## src/rtl/leading_count_normalizer_if.sv

```systemverilog
`default_nettype none
// ============================================================================
// Module   : leading_count_normalizer_if
// Purpose  : Operand/result handshake bundle for leading_count_normalizer.
// Revision : 1.0 - initial release
// ============================================================================
interface leading_count_normalizer_if #(
  parameter int IN_WIDTH = 32
);
  localparam int CNT_W = $clog2(IN_WIDTH + 1);

  logic                in_valid;
  logic                in_ready;
  logic [IN_WIDTH-1:0] in_data;
  logic [1:0]          in_mode;
  logic                out_valid;
  logic                out_ready;
  logic [CNT_W-1:0]    out_count;
  logic [IN_WIDTH-1:0] out_norm;
  logic                out_all;

  // Producer/consumer side (drives operands, accepts results)
  modport master (
    output in_valid, in_data, in_mode, out_ready,
    input  in_ready, out_valid, out_count, out_norm, out_all
  );

  // Normalizer side
  modport slave (
    input  in_valid, in_data, in_mode, out_ready,
    output in_ready, out_valid, out_count, out_norm, out_all
  );
endinterface
`default_nettype wire

```

## src/rtl/leading_count_normalizer.sv

```systemverilog
`default_nettype none
// ============================================================================
// Module   : leading_count_normalizer
// Purpose  : Multi-cycle chunked leading/trailing zero/one counter + normalizer.
// Revision : 1.0 - initial release
// ============================================================================
module leading_count_normalizer #(
  parameter int IN_WIDTH = 32,
  parameter int CHUNK    = 8
) (
  input  wire logic                  clk,
  input  wire logic                  rst_n,
  leading_count_normalizer_if.slave  bus
);
  localparam int CNT_W = $clog2(IN_WIDTH + 1);
  localparam int N     = (IN_WIDTH + CHUNK - 1) / CHUNK;
  localparam int IDX_W = (N > 1) ? $clog2(N) : 1;
  localparam int REM   = IN_WIDTH % CHUNK;
  // Low bits of a short final chunk lie past the word; forcing them to 1 bounds the scan.
  localparam logic [CHUNK-1:0] PAD_MASK =
    (REM == 0) ? '0 : CHUNK'((64'd1 << (CHUNK - REM)) - 64'd1);

  typedef enum logic [1:0] {
    IDLE = 2'd0,
    SCAN = 2'd1,
    DONE = 2'd2
  } state_t;

  state_t              state_q,     state_d;
  logic [IN_WIDTH-1:0] sh_q,        sh_d;
  logic [CNT_W-1:0]    cnt_q,       cnt_d;
  logic [IDX_W-1:0]    idx_q,       idx_d;
  logic [CNT_W-1:0]    out_count_q, out_count_d;
  logic [IN_WIDTH-1:0] out_norm_q,  out_norm_d;
  logic                out_all_q,   out_all_d;

  logic [IN_WIDTH-1:0] t_word;
  logic [CHUNK-1:0]    chunk;
  logic                last_chunk;
  int                  z;
  int                  room;

  always_comb begin
    t_word = bus.in_data;
    if (bus.in_mode[1]) begin
      for (int i = 0; i < IN_WIDTH; i++) begin
        t_word[i] = bus.in_data[IN_WIDTH-1-i];
      end
    end
    if (bus.in_mode[0]) begin
      t_word = ~t_word;
    end
  end

  always_comb begin
    last_chunk = (idx_q == IDX_W'(N - 1));
    chunk      = sh_q[IN_WIDTH-1 -: CHUNK] | (last_chunk ? PAD_MASK : '0);
    z          = CHUNK;
    for (int i = 0; i < CHUNK; i++) begin
      if (chunk[i]) begin
        z = CHUNK - 1 - i;
      end
    end
    room = IN_WIDTH - int'(cnt_q);
    if (z > room) begin
      z = room;
    end
  end

  always_comb begin
    state_d     = state_q;
    sh_d        = sh_q;
    cnt_d       = cnt_q;
    idx_d       = idx_q;
    out_count_d = out_count_q;
    out_norm_d  = out_norm_q;
    out_all_d   = out_all_q;
    case (state_q)
      IDLE: begin
        if (bus.in_valid) begin
          sh_d    = t_word;
          cnt_d   = '0;
          idx_d   = '0;
          state_d = SCAN;
        end
      end
      SCAN: begin
        if ((chunk == '0) && !last_chunk) begin
          sh_d  = sh_q << CHUNK;
          cnt_d = cnt_q + CNT_W'(CHUNK);
          idx_d = idx_q + IDX_W'(1);
        end else begin
          sh_d        = sh_q << z;
          cnt_d       = cnt_q + CNT_W'(z);
          out_count_d = cnt_q + CNT_W'(z);
          out_norm_d  = sh_q << z;
          out_all_d   = ((int'(cnt_q) + z) == IN_WIDTH);
          state_d     = DONE;
        end
      end
      DONE: begin
        if (bus.out_ready) begin
          out_count_d = '0;
          out_norm_d  = '0;
          out_all_d   = 1'b0;
          state_d     = IDLE;
        end
      end
      default: begin
        out_count_d = '0;
        out_norm_d  = '0;
        out_all_d   = 1'b0;
        state_d     = IDLE;
      end
    endcase
  end

  always_ff @(posedge clk or negedge rst_n) begin
    if (!rst_n) begin
      state_q     <= IDLE;
      sh_q        <= '0;
      cnt_q       <= '0;
      idx_q       <= '0;
      out_count_q <= '0;
      out_norm_q  <= '0;
      out_all_q   <= 1'b0;
    end else begin
      state_q     <= state_d;
      sh_q        <= sh_d;
      cnt_q       <= cnt_d;
      idx_q       <= idx_d;
      out_count_q <= out_count_d;
      out_norm_q  <= out_norm_d;
      out_all_q   <= out_all_d;
    end
  end

  // Gated by rst_n so in_ready is low during reset yet high on the first cycle after release.
  assign bus.in_ready  = rst_n && (state_q == IDLE);
  assign bus.out_valid = (state_q == DONE);
  assign bus.out_count = out_count_q;
  assign bus.out_norm  = out_norm_q;
  assign bus.out_all   = out_all_q;

endmodule
`default_nettype wire

```

## src/flat_wrapper.sv

```systemverilog
// flat-port wrapper written by rule: the top's interface ports become plain ports
module leading_count_normalizer_flat 
#(
  parameter int IN_WIDTH = 32,
  parameter int CHUNK    = 8
)
  (clk, rst_n, bus_in_valid, bus_in_data, bus_in_mode, bus_out_ready, bus_in_ready, bus_out_valid, bus_out_count, bus_out_norm, bus_out_all);
  leading_count_normalizer_if #(.IN_WIDTH(IN_WIDTH)) bus_i ();
  input  wire logic clk;
  input  wire logic rst_n;
  input wire logic [$bits(bus_i.in_valid)-1:0] bus_in_valid;
  input wire logic [$bits(bus_i.in_data)-1:0] bus_in_data;
  input wire logic [$bits(bus_i.in_mode)-1:0] bus_in_mode;
  input wire logic [$bits(bus_i.out_ready)-1:0] bus_out_ready;
  output wire logic [$bits(bus_i.in_ready)-1:0] bus_in_ready;
  output wire logic [$bits(bus_i.out_valid)-1:0] bus_out_valid;
  output wire logic [$bits(bus_i.out_count)-1:0] bus_out_count;
  output wire logic [$bits(bus_i.out_norm)-1:0] bus_out_norm;
  output wire logic [$bits(bus_i.out_all)-1:0] bus_out_all;
  assign bus_i.in_valid = bus_in_valid;
  assign bus_i.in_data = bus_in_data;
  assign bus_i.in_mode = bus_in_mode;
  assign bus_i.out_ready = bus_out_ready;
  assign bus_in_ready = bus_i.in_ready;
  assign bus_out_valid = bus_i.out_valid;
  assign bus_out_count = bus_i.out_count;
  assign bus_out_norm = bus_i.out_norm;
  assign bus_out_all = bus_i.out_all;
  leading_count_normalizer #(.IN_WIDTH(IN_WIDTH), .CHUNK(CHUNK)) u_core (.clk(clk), .rst_n(rst_n), .bus(bus_i));
endmodule
```

## config.mk

```make
export PLATFORM = sky130hd
export DESIGN_NAME = leading_count_normalizer_flat
export DESIGN_NICKNAME = d
export VERILOG_FILES = /design/src/rtl/leading_count_normalizer_if.sv /design/src/rtl/leading_count_normalizer.sv /design/src/flat_wrapper.sv
export SDC_FILE = /design/constraint.sdc
export NUM_CORES = 1
export LEC_CHECK = 0
export BUFFER_PORTS_ARGS = -buffer_cell sky130_fd_sc_hd__buf_2
export CAP_MARGIN = 0
export CELL_PAD_IN_SITES_DETAIL_PLACEMENT = 0
export CELL_PAD_IN_SITES_GLOBAL_PLACEMENT = 1
export CORE_MARGIN = 2
export CORE_UTILIZATION = 35
export CTS_CLUSTER_SIZE = 28
export DETAILED_ROUTE_END_ITERATION = 8
export PLACE_DENSITY_LB_ADDON = 0.1
export SLEW_MARGIN = 20
export SYNTH_ARGS = -nofsm -noshare
export SYNTH_HDL_FRONTEND = slang
export SYNTH_SLANG_ARGS = --single-unit
```

## constraint.sdc

```tcl
create_clock -name clk -period 5.9 [get_ports clk]
set_input_delay 0.59 -clock clk [delete_from_list [all_inputs] [get_ports clk]]
set_output_delay 0.59 -clock clk [all_outputs]
set_load 0.01 [all_outputs]
```

# [Word-level counts from Yosys, hierarchy flattened]
# Index checks and enable logic that the tools add are counted.
[word_totals] ff_bits=81 in_bits=38 output_inout_bits=41 word_cells=67
[classes] n_addsub=5 order_cmp=1 eq_ne=8 n_shift=1 muxes=33 n_bitwise=2 n_reduce_logical=10
[ops] operator="$mux 32" n=14
[ops] operator="$pmux 32 s3" n=1
[ops] operator="$pmux 32 s2" n=1
[ops] operator="$add 7x32->32" n=1
[ops] operator="$eq 32x7->1 const B" n=1
[ops] operator="$gt 32x32->1" n=1
[ops] operator="$not 32->32" n=1
[ops] operator="$shl 32x32->32" n=1
[ops] operator="$mux 6" n=4
[ops] operator="$pmux 6 s3" n=1
[ops] operator="$pmux 6 s2" n=1
[ops] operator="$mux 2" n=5
[ops] operator="$reduce_and 3->1" n=3
[ops] operator="$logic_not 8->1" n=1
[ops] operator="$sub 6x6->7 const A" n=1
[ops] operator="$add 6x4->6 const B" n=1
[ops] operator="$add 6x6->6" n=1
[ops] operator="$ne 2x2->1 const B" n=3
[ops] operator="$pmux 2 s3" n=1
[ops] operator="$eq 2x2->1 const B" n=2
[ops] operator="$mux 4" n=1
[ops] operator="$pmux 2 s2" n=1
[ops] operator="$pmux 1 s3" n=1
[ops] operator="$add 2x1->2 const B" n=1
[ops] operator="9 further kinds" n=11

# [Depth between registers and ports, before layout]
[logic_depth] word_depth=14 ltp_mapped=32 mapped_depth_nobuf=28

# [Worst setup path before layout]
# OpenSTA, ideal clock, no wires.
[synth_path] path_type="register to register" from="reg u_core.sh_q[25]" to="reg u_core.out_all_q, in the netlist u_core.bus.out_all" setup_ps=83 arrival_ps=5599 t_required_ps=5817 path_slack_ps=219 stages_incl_launch_ff=31 path_buffers=4 synth_period_minus_slack_ps=5681 path_cell_list="dfrtp_1 -> buf_6 -> nand2b_4 -> a2111oi_2 -> or2_1 -> buf_2 -> inv_2 -> ha_1 -> and4_1 -> a2111oi_4 -> o21ai_1 -> nand2_1 -> buf_2 -> buf_2 -> ha_1 -> a21o_1 -> a21oi_1 -> inv_1 -> a21oi_1 -> nand2_1 -> nand2_1 -> o31ai_1 -> a21o_1 -> nand2_1 -> ha_1 -> nor4bb_1 -> nand4_1 -> nor3_1 -> o21ai_0 -> or4_1 -> o21ai_0"
[synth_between] elab_chain_cells=13 elab_cells_between_ends=17 cone_classes="add/sub (1); order compare (1); eq/ne (2); mux (10); reduce/logical (3)"
[synth_rtl] item="from (decl)" line="leading_count_normalizer.sv:30" source="logic [IN_WIDTH-1:0] sh_q, sh_d;"
[synth_rtl] item="from (signal assigned)" line="leading_count_normalizer.sv:121" source="sh_q <= '0;"
[synth_rtl] item="from (signal assigned)" line="leading_count_normalizer.sv:129" source="sh_q <= sh_d;"
[synth_rtl] item="$mux 32 (7 in series)" line="leading_count_normalizer.sv:60" source="if (chunk[i]) begin"
[synth_rtl] item="$gt 32x32->1" line="leading_count_normalizer.sv:65" source="if (z > room) begin"
[synth_rtl] item="$mux 32" line="leading_count_normalizer.sv:65"
[synth_rtl] item="$add 7x32->32" line="leading_count_normalizer.sv:97" source="out_all_d = ((int'(cnt_q) + z) == IN_WIDTH);"
[synth_rtl] item="$eq 32x7->1" line="leading_count_normalizer.sv:97"
[synth_rtl] item="$mux 1" line="leading_count_normalizer.sv:88" source="if ((chunk == '0) && !last_chunk) begin"
[synth_rtl] item="$pmux 1 s3" line="leading_count_normalizer.sv:78" source="case (state_q)"
[synth_rtl] item="to (signal assigned)" line="leading_count_normalizer.sv:134" source="out_all_q <= out_all_d;"
[synth_rtl] item="to (decl)" line="leading_count_normalizer.sv:35" source="logic out_all_q, out_all_d;"
# Parallel ways exist; a longest one is shown, timed or not. The select of a mux whose other input is x is not followed.
# A chain may end at the register's enable or synchronous reset.

# [Worst setup path in the final report]
# Same ends and word-level chain as after synthesis.

==> reports/qor.csv <==
metric,value,unit
status,"complete, no violations",
initial_core_util,36.0,%
wl,28100,um
register_area,2030,um2
drc,0,
r2r-end,u_core.bus.out_all,
async_flop_share,100,%
row_count,50,
fin_nets,918,
clock.fmax,181,MHz
hold_class,primary input to async pin,
multi_input_area,4460,um2
fin_tns_setup,0,ps
min_period_over_period,93.6,%
path_clk_slew,70,ps
worstSetupPathType,flip-flop to flip-flop,
cap_violations,0,
rsz0062_at_grt,false,
cts_tree,done,
worstPathRequired,6180,ps
syn_to_final_growth,15.8,%
root_buffer,clkbuf_16,
via_per_inst,6.22,
cts_hold_buf,0,
antenna_found_initial,0,
fin_skew,12.0,ps
drtIter0Drc,789,
htree_levels,3,
reg2reg_depth,28,
crit_slowest_cell,or4_1,
io_pins,79,
synth_edf_count,0,
gp_congestion,0.955,
overflow,0,
critPathCaptureType,flip-flop,
core_area,18800,um2
drive_above_1_share,19.8,%
syn_nets,856,
ys_types,90,
nFillCells,1936,
hold_viol,0,
fin_crit,5520,ps
tightest_slew,1020,ps
first_pass_iters,5,
r2r_start,u_core.sh_q[25],
vias,6995,
ant_nets,0,
synth_area_leaders,"dfrtp_1 30%, mux2i_1 8.7%, nand2_1 5.4%, nor2_1 3.8%, ha_1 3.7%",
cp.arrival,5800,ps
grt_pass1_vias,6802,
io_buffers,78,
grt_pass1_wl,42900,um
yosys-top-cells-count,"98 x nand2_1, 81 x dfrtp_1, 69 x nor2_1",
die_area,20500,um2
worstSkewPairLatency,350,ps
setup_viol,0,
relSlewSlack,32.1,%
synth_top_cell_area_share,29.9,%
cp_max_fo,9,
dp.cells,1104,
synth_area,6780,um2
antenna_cells,0,
yosysTopAreaCell,dfrtp_1,
final_cells,1124,
synthCells,797,
pre_cts_slack,221,ps
max_stage_delay,410,ps
crit_path_start_kind,flip-flop,
wl_per_cell,25.0,um
synth_most_common_cell,nand2_1,
syn_area_per_cell,8.51,um2
post-dp-hpwl,21300,um
grt_use_total,28.1,%
ys_warn_count,0,
synth-seq-cells,81,
cts_sinks,81,
cts_made_buffers,9,
layout_setup_ws,376,ps
synth-main-ff-cell,dfrtp_1,
yosysSeqAreaShare,29.9,%
drv_slew,0,
reg2reg_slack,380,ps
die_w,143,um
clock_path_buffers,2,
grt_max_degree,54,
die_h,143,um
-- worst max path at each step --
stage | start | endpoint | cells past startpoint
floorplan | u_core.sh_q[25] | u_core.bus.out_all | 30
global placement | u_core.sh_q[24] | u_core.bus.out_all | 27
detailed placement | u_core.sh_q[24] | u_core.bus.out_all | 27
CTS | u_core.sh_q[24] | u_core.bus.out_all | 27
global route | u_core.sh_q[25] | u_core.bus.out_all | 29
finish | u_core.sh_q[25] | u_core.bus.out_all | 28
-- critical path, delay by kind of cell (launching register included) --
family | cells | cell delay, ps
flops | 1 | 380
simple gates | 11 | 1880
compound gates | 9 | 1570
buf+inv | 4 | 490
fa+ha+maj | 4 | 1120
-- area by class of cell --
class                   count  area share [%]
well taps                 260            4.14
repair buffers            111            8.21
clock inverters             6           0.940
multi-input cells         636            56.8
inverters                  20            1.02
flip-flops and latches     81            25.8
clock buffers              10            3.04
-- cells in the final DEF (no fill, tap or decap), types with 28 or more instances in the layout --
cell type,netlist,routed
nand2_1,98,98
dfrtp_1,81,79
buf_2,11,77
nor2_1,69,68
mux2i_1,59,59
o21ai_0,49,47
a21oi_1,37,37
buf_4,5,33
xnor2_1,28,28
-- metal layers --
metal	track usage, %	wire length, um	vias up	share of wire (%)
met4	8.31	674	0	2.4
met2	42.9	12500	350	45
met5	0	0	-	0
met1	40.9	12700	3496	45
met3	4.39	2170	48	7.7
li1	-	-	3101	-
-- flip-flops by register name, summed over array words and instances, names as in the netlist --
register,count
u_core.sh_q,32
u_core.bus.out_all,1
u_core.cnt_q,6
u_core.bus.out_count,6
u_core.state_q,2
u_core.bus.out_norm,32
u_core.idx_q,2
-- stage by stage --
step	hold WS (ps)	util, %	area, um2
finish	154	41.7	7850
global route	184	41.7	7850
CTS	167	41.3	7770
detailed placement	451	39.6	7460
global placement	446	39.6	7460
floorplan	294	-	6780
-- kinds of logic after synthesis --
group | after synthesis | synth area share (%)
adder cells (fa/ha/maj) | 21 | 3.98
buffers and inverters | 80 | 5.04
AO/OA/AOI/OAI | 258 | 28.1
XOR/XNOR | 40 | 5.39
flip-flops | 81 | 29.9
AND/OR/NAND/NOR | 249 | 17.2
multiplexers | 68 | 10.4
-- timing repair --
action | CTS | global route
gates resized for setup | 0 | 12
setup buffers | 0 | 4
setup endpoints to repair | 0 | 1
hold endpoints to repair | 0 | 0
Power is left out: the tool's default activity adds up to more than one toggle a clock period on the data nets, which glitch-free logic cannot reach.
